===== config.mk =====
export PLATFORM = sky130hd
export DESIGN_NAME = mc_main_fsm
export DESIGN_NICKNAME = d
export VERILOG_FILES = /design/src/rtl/mc_main_fsm.sv
export SDC_FILE = /design/constraint.sdc
export NUM_CORES = 1
export LEC_CHECK = 0
export BUFFER_PORTS_ARGS = -buffer_cell sky130_fd_sc_hd__buf_2
export CORE_MARGIN = 1.5
export CORE_UTILIZATION = 45
export DETAILED_ROUTE_END_ITERATION = 8
export PLACE_DENSITY = 0.82
export SLEW_MARGIN = 20
export SYNTH_ARGS = -nofsm -noshare
export SYNTH_HDL_FRONTEND = slang
export SYNTH_SLANG_ARGS = --single-unit
export TNS_END_PERCENT = 50

===== constraint.sdc =====
create_clock -name clk -period 2.6 [get_ports clk]
set_input_delay 0.52 -clock clk [delete_from_list [all_inputs] [get_ports clk]]
set_output_delay 0.52 -clock clk [all_outputs]
set_load 0.01 [all_outputs]

===== src/rtl/mc_main_fsm.sv =====
`default_nettype none
// ============================================================================
//  Module   : mc_main_fsm
//  Purpose  : Moore main-control state machine for the multicycle MIPS core.
//             Walks each instruction through fetch / decode / execute /
//             memory / writeback and drives the per-cycle datapath strobes.
//             Also flags unsupported opcodes and counts retired instructions.
//  Revision : 1.0  initial release
// ----------------------------------------------------------------------------
//  Ports
//    clk         in   1      rising-edge clock
//    reset       in   1      asynchronous, active-low reset
//    op          in   6      opcode field instr[31:26] (held stable by the IR)
//    IorD        out  1      memory address select: 0=PC, 1=ALUOut
//    IRwrite     out  1      load instruction register
//    memwrite    out  1      memory write strobe
//    memtoreg    out  1      regfile write data: 0=ALUOut, 1=Data reg
//    regwrite    out  1      regfile write enable
//    regdst      out  1      destination register: 0=rt, 1=rd
//    alusrcA     out  1      ALU A: 0=PC, 1=A reg
//    alusrcB     out  2      ALU B: 00=B, 01=4, 10=SignImm, 11=SignImm<<2
//    aluop       out  2      00=add, 01=sub, 10=funct decode
//    pcsrc       out  2      00=ALUResult, 01=ALUOut, 10=jump target
//    pcwrite     out  1      unconditional PC write
//    branch      out  1      conditional PC write (qualified by zero outside)
//    state       out  4      current state encoding
//    instr_done  out  1      high in the terminal state of a legal instruction
//    illegal     out  1      one-cycle pulse after DECODE saw a bad opcode
//    retired     out  CNT_W  completed legal instruction count (wrapping)
// ============================================================================
module mc_main_fsm #(
    parameter int CNT_W = 32
) (
    input  logic             clk,
    input  logic             reset,
    input  logic [5:0]       op,
    output logic             IorD,
    output logic             IRwrite,
    output logic             memwrite,
    output logic             memtoreg,
    output logic             regwrite,
    output logic             regdst,
    output logic             alusrcA,
    output logic [1:0]       alusrcB,
    output logic [1:0]       aluop,
    output logic [1:0]       pcsrc,
    output logic             pcwrite,
    output logic             branch,
    output logic [3:0]       state,
    output logic             instr_done,
    output logic             illegal,
    output logic [CNT_W-1:0] retired
);

    // ------------------------------------------------------------------------
    // State encoding (fixed values, visible on the state port)
    // ------------------------------------------------------------------------
    typedef enum logic [3:0] {
        S_FETCH   = 4'd0,
        S_DECODE  = 4'd1,
        S_MEMADR  = 4'd2,
        S_MEMRD   = 4'd3,
        S_MEMWB   = 4'd4,
        S_MEMWR   = 4'd5,
        S_RTYPEEX = 4'd6,
        S_RTYPEWB = 4'd7,
        S_BEQEX   = 4'd8,
        S_ADDIEX  = 4'd9,
        S_ADDIWB  = 4'd10,
        S_JEX     = 4'd11
    } state_e;

    localparam logic [5:0] c_op_lw    = 6'b100011;
    localparam logic [5:0] c_op_sw    = 6'b101011;
    localparam logic [5:0] c_op_rtype = 6'b000000;
    localparam logic [5:0] c_op_beq   = 6'b000100;
    localparam logic [5:0] c_op_addi  = 6'b001000;
    localparam logic [5:0] c_op_j     = 6'b000010;

    // ------------------------------------------------------------------------
    // Registers
    // ------------------------------------------------------------------------
    logic [3:0]       r_state;
    logic             r_iord;
    logic             r_irwrite;
    logic             r_memwrite;
    logic             r_memtoreg;
    logic             r_regwrite;
    logic             r_regdst;
    logic             r_alusrca;
    logic [1:0]       r_alusrcb;
    logic [1:0]       r_aluop;
    logic [1:0]       r_pcsrc;
    logic             r_pcwrite;
    logic             r_branch;
    logic             r_done;
    logic             r_illegal;
    logic [CNT_W-1:0] r_retired;

    // ------------------------------------------------------------------------
    // Next-state logic
    // ------------------------------------------------------------------------
    logic [3:0] w_next;
    logic       w_bad_op;

    always_comb begin
        w_next   = S_FETCH;
        w_bad_op = 1'b0;
        case (r_state)
            S_FETCH:   w_next = S_DECODE;
            S_DECODE: begin
                case (op)
                    c_op_lw,
                    c_op_sw:    w_next = S_MEMADR;
                    c_op_rtype: w_next = S_RTYPEEX;
                    c_op_beq:   w_next = S_BEQEX;
                    c_op_addi:  w_next = S_ADDIEX;
                    c_op_j:     w_next = S_JEX;
                    default: begin
                        w_next   = S_FETCH;
                        w_bad_op = 1'b1;
                    end
                endcase
            end
            // Only lw/sw reach MEMADR and the IR holds op, so sw is the
            // only case that needs distinguishing here.
            S_MEMADR:  w_next = (op == c_op_sw) ? S_MEMWR : S_MEMRD;
            S_MEMRD:   w_next = S_MEMWB;
            S_RTYPEEX: w_next = S_RTYPEWB;
            S_ADDIEX:  w_next = S_ADDIWB;
            // Terminal states and the unused codes 12-15 all return to FETCH.
            default:   w_next = S_FETCH;
        endcase
    end

    // ------------------------------------------------------------------------
    // Output decode of the *next* state. Registering this alongside the state
    // keeps every output a pure function of the current state while giving
    // glitch-free flop outputs to the downstream controller.
    // ------------------------------------------------------------------------
    logic       w_iord;
    logic       w_irwrite;
    logic       w_memwrite;
    logic       w_memtoreg;
    logic       w_regwrite;
    logic       w_regdst;
    logic       w_alusrca;
    logic [1:0] w_alusrcb;
    logic [1:0] w_aluop;
    logic [1:0] w_pcsrc;
    logic       w_pcwrite;
    logic       w_branch;
    logic       w_done;

    always_comb begin
        w_iord     = 1'b0;
        w_irwrite  = 1'b0;
        w_memwrite = 1'b0;
        w_memtoreg = 1'b0;
        w_regwrite = 1'b0;
        w_regdst   = 1'b0;
        w_alusrca  = 1'b0;
        w_alusrcb  = 2'b00;
        w_aluop    = 2'b00;
        w_pcsrc    = 2'b00;
        w_pcwrite  = 1'b0;
        w_branch   = 1'b0;
        w_done     = 1'b0;
        case (w_next)
            S_FETCH: begin
                w_irwrite = 1'b1;
                w_pcwrite = 1'b1;
                w_alusrcb = 2'b01;
            end
            S_DECODE: begin
                w_alusrcb = 2'b11;
            end
            S_MEMADR: begin
                w_alusrca = 1'b1;
                w_alusrcb = 2'b10;
            end
            S_MEMRD: begin
                w_iord = 1'b1;
            end
            S_MEMWB: begin
                w_regwrite = 1'b1;
                w_memtoreg = 1'b1;
                w_done     = 1'b1;
            end
            S_MEMWR: begin
                w_iord     = 1'b1;
                w_memwrite = 1'b1;
                w_done     = 1'b1;
            end
            S_RTYPEEX: begin
                w_alusrca = 1'b1;
                w_aluop   = 2'b10;
            end
            S_RTYPEWB: begin
                w_regwrite = 1'b1;
                w_regdst   = 1'b1;
                w_done     = 1'b1;
            end
            S_BEQEX: begin
                w_alusrca = 1'b1;
                w_aluop   = 2'b01;
                w_pcsrc   = 2'b01;
                w_branch  = 1'b1;
                w_done    = 1'b1;
            end
            S_ADDIEX: begin
                w_alusrca = 1'b1;
                w_alusrcb = 2'b10;
            end
            S_ADDIWB: begin
                w_regwrite = 1'b1;
                w_done     = 1'b1;
            end
            S_JEX: begin
                w_pcwrite = 1'b1;
                w_pcsrc   = 2'b10;
                w_done    = 1'b1;
            end
            default: begin
            end
        endcase
    end

    // ------------------------------------------------------------------------
    // State, registered outputs, illegal pulse and retire counter
    // ------------------------------------------------------------------------
    always_ff @(posedge clk or negedge reset) begin
        if (!reset) begin
            r_state    <= S_FETCH;
            // FETCH decode is visible while reset is held.
            r_iord     <= 1'b0;
            r_irwrite  <= 1'b1;
            r_memwrite <= 1'b0;
            r_memtoreg <= 1'b0;
            r_regwrite <= 1'b0;
            r_regdst   <= 1'b0;
            r_alusrca  <= 1'b0;
            r_alusrcb  <= 2'b01;
            r_aluop    <= 2'b00;
            r_pcsrc    <= 2'b00;
            r_pcwrite  <= 1'b1;
            r_branch   <= 1'b0;
            r_done     <= 1'b0;
            r_illegal  <= 1'b0;
            r_retired  <= '0;
        end else begin
            r_state    <= w_next;
            r_iord     <= w_iord;
            r_irwrite  <= w_irwrite;
            r_memwrite <= w_memwrite;
            r_memtoreg <= w_memtoreg;
            r_regwrite <= w_regwrite;
            r_regdst   <= w_regdst;
            r_alusrca  <= w_alusrca;
            r_alusrcb  <= w_alusrcb;
            r_aluop    <= w_aluop;
            r_pcsrc    <= w_pcsrc;
            r_pcwrite  <= w_pcwrite;
            r_branch   <= w_branch;
            r_done     <= w_done;
            // The bad-op condition only exists in DECODE, whose successor is
            // FETCH, so this naturally self-clears one cycle later.
            r_illegal  <= w_bad_op;
            // Count on the edge leaving a terminal state; wraps naturally.
            if (r_done) begin
                r_retired <= r_retired + CNT_W'(1);
            end
        end
    end

    assign IorD       = r_iord;
    assign IRwrite    = r_irwrite;
    assign memwrite   = r_memwrite;
    assign memtoreg   = r_memtoreg;
    assign regwrite   = r_regwrite;
    assign regdst     = r_regdst;
    assign alusrcA    = r_alusrca;
    assign alusrcB    = r_alusrcb;
    assign aluop      = r_aluop;
    assign pcsrc      = r_pcsrc;
    assign pcwrite    = r_pcwrite;
    assign branch     = r_branch;
    assign state      = r_state;
    assign instr_done = r_done;
    assign illegal    = r_illegal;
    assign retired    = r_retired;

endmodule
`default_nettype wire


==> impl_metrics.tcl <==
set metrics [dict create \
    status "finished, final reports clean" \
    wl_per_cell_um 13.01 \
    die_area_sq_mm 0.005485 \
    dp_hpwl_um 3230 \
    htree_levels 2 \
    cts-root-buf "clkbuf_8" \
    syn_nets 212 \
    p_leak_nw 1.416 \
    ys_types 40 \
    grt.total_usage_pct 16.72 \
    grt_max_degree 52 \
    crit_fanout 5 \
    cts_tree "yes" \
    num_io_pins 61 \
    syn_to_final_growth_pct 20.70 \
    antenna_found_initial 0 \
    synth_enable_flop_cells 0 \
    maxCapViolations 0 \
    drtAntennaViolNets 0 \
    layout_min_cycle_time_ns 1.943 \
    placed_area_sq_mm 0.002639 \
    cts_setup_buffers 0 \
    syn_area_sq_mm 0.002272 \
    grt_pass1_vias 1593 \
    finalNetCount 275 \
    worst_r2r_path_depth 5 \
    initial_core_util_pct 47.48 \
    max_freq_mhz 514.7 \
    fillCellCount 417 \
    core_sq_mm 0.004786 \
    fin_worst_skew_ns 0.009387 \
    slew_viol_final 0 \
    synth.area.top_cells "dfrtp_1, xnor2_1, xor2_1" \
    hold_buffers 0 \
    end_kind "register" \
    yosys-top-cells-count "dfrtp_1, xnor2_1, nand2_1, nor2_1, xor2_1" \
    required_ns 2.79 \
    syn_inst 203 \
    regArea_sq_mm 0.001280 \
    drive_above_1_share_pct 29.96 \
    worst_slew_pin_slew_ns 0.6145 \
    port_buffers 60 \
    startpoint_type "register" \
    ir_drop_mv 0.4359 \
    ys_ff_latch 51 \
    die_y_um 74.06 \
    rsz0062_at_grt "no" \
    min_path_type "input pin to asynchronous set/reset pin" \
    dp.cells 326 \
    finalPower_mw 2.054 \
    p_per_area_mw_per_mm2 749.0 \
    clockBufferDepth 2 \
    cp_data_arrival_time_ns 2.14 \
    syn_avg_cell_area_sq_um 11.19 \
    wl_um 4347 \
    drtIter0Drc 56 \
    ys.flop_type "dfrtp_1" \
    yosysMostFrequentCell "dfrtp_1" \
    fin_util_pct 57.31 \
    clk_latency_ns 0.30 \
    ys_async_sr_fraction_pct 100.0 \
    dr.pass1.iters 4 \
    clk_pin_slew_ns 0.09 \
    ys_seq_area_share_pct 56.33 \
    synth_top_area_cell "dfrtp_1" \
    yosys_warnings 0 \
    crit_type "register to register" \
    cts_resized 0 \
    post-route-drc-count 0 \
    dp_slack_ns 0.3810 \
    fin_cells 334 \
    multi_input_area_sq_um 925.9 \
    viasPerCell 5.219 \
    setup_ws_ns 0.6571 \
    globalplace.congestion 0.8199 \
    clock_sinks 51 \
    grt_first_pass_wirelength_um 6982 \
    setup_viol 0 \
    final.period_utilization_pct 74.73 \
    placementRows 25 \
    overflow 0 \
    hold_ws_ns 0.2979 \
    fin_tns_setup_ns 0 \
    fp.dieW_um 74.06 \
    diodes 0 \
    route.vias.total 1743 \
    final-hold-violation-count 0 \
    relSlewSlack_pct 59.03 \
    synth_top_area_share_pct 52.86 \
    final_area_sq_mm 0.002743 \
    cts_buffers 5 \
]
[cell families (layout without fill, tap and decap cells)]
family          Yosys count  after routing  share of synthesized area, %
fa+ha+maj                 1              1                        0.5506
flops                    51             51                         56.33
buf+inv                  15             79                         2.918
compound gates           17             17                         6.609
simple gates             84             84                         19.99
mux                       1              1                        0.4956
xor+xnor                 34             34                         13.11
[where the power goes]
part	switching (mW)	internal [mW]	leakage (nW)
Sequential	0.124	0.919	0.688
Combinational	0.291	0.234	0.677
Clock	0.244	0.242	0.0505
[flip-flops by register name (all words and copies together) (netlist names)]
register,cells
IRwrite,1
IorD,1
aluop,1
alusrcA,1
alusrcB,2
illegal,1
instr_done,1
memtoreg,1
memwrite,1
pcsrc,2
pcwrite,1
regdst,1
regwrite,1
retired,32
state,4
[final timing paths]
kind | end | start | slack, ns
worst min-delay path | retired[19] | reset | 0.30
worst max register to register | retired[31] | retired[10] | 0.66
min in group clk | retired[26] | retired[26] | 0.48
worst min register to register | retired[26] | retired[26] | 0.48
max in group asynchronous | retired[1] | reset | 1.87
worst max-delay path | retired[31] | retired[10] | 0.66
[cell usage in the layout (no fill, tap or decap), types with 9 or more instances in the layout]
cell type,instances
nand3_1,10
nor2_1,11
nand2_1,21
dfrtp_1,48
inv_1,9
buf_2,60
nand4_1,9
and3_1,9
xor2_1,11
xnor2_1,23
[critical path, stage by stage (launching register included)]
cell	delay, ns
dfrtp_1	0.42
and3_1	0.24
nand4_1	0.24
nor4_2	0.60
nand4_1	0.18
xnor2_1	0.16
[cell type report]
class / count / area share (%)
Multi-Input combinational cell: 137 / 33.76
Clock buffer: 7 / 3.513
Sequential cell: 51 / 46.67
Tap cell: 67 / 3.057
Timing Repair Buffer: 62 / 11.50
Inverter: 9 / 1.232
Clock inverter: 1 / 0.2737
[layer usage]
layer,GRT usage [%],routed length (um),vias to the layer above
met5,0,0,-
met4,6.584,60,0
met3,5.014,234,7
met2,28.08,2197,54
met1,20.16,1854,841
li1,-,-,841
Power figures use the tool's default switching activity.
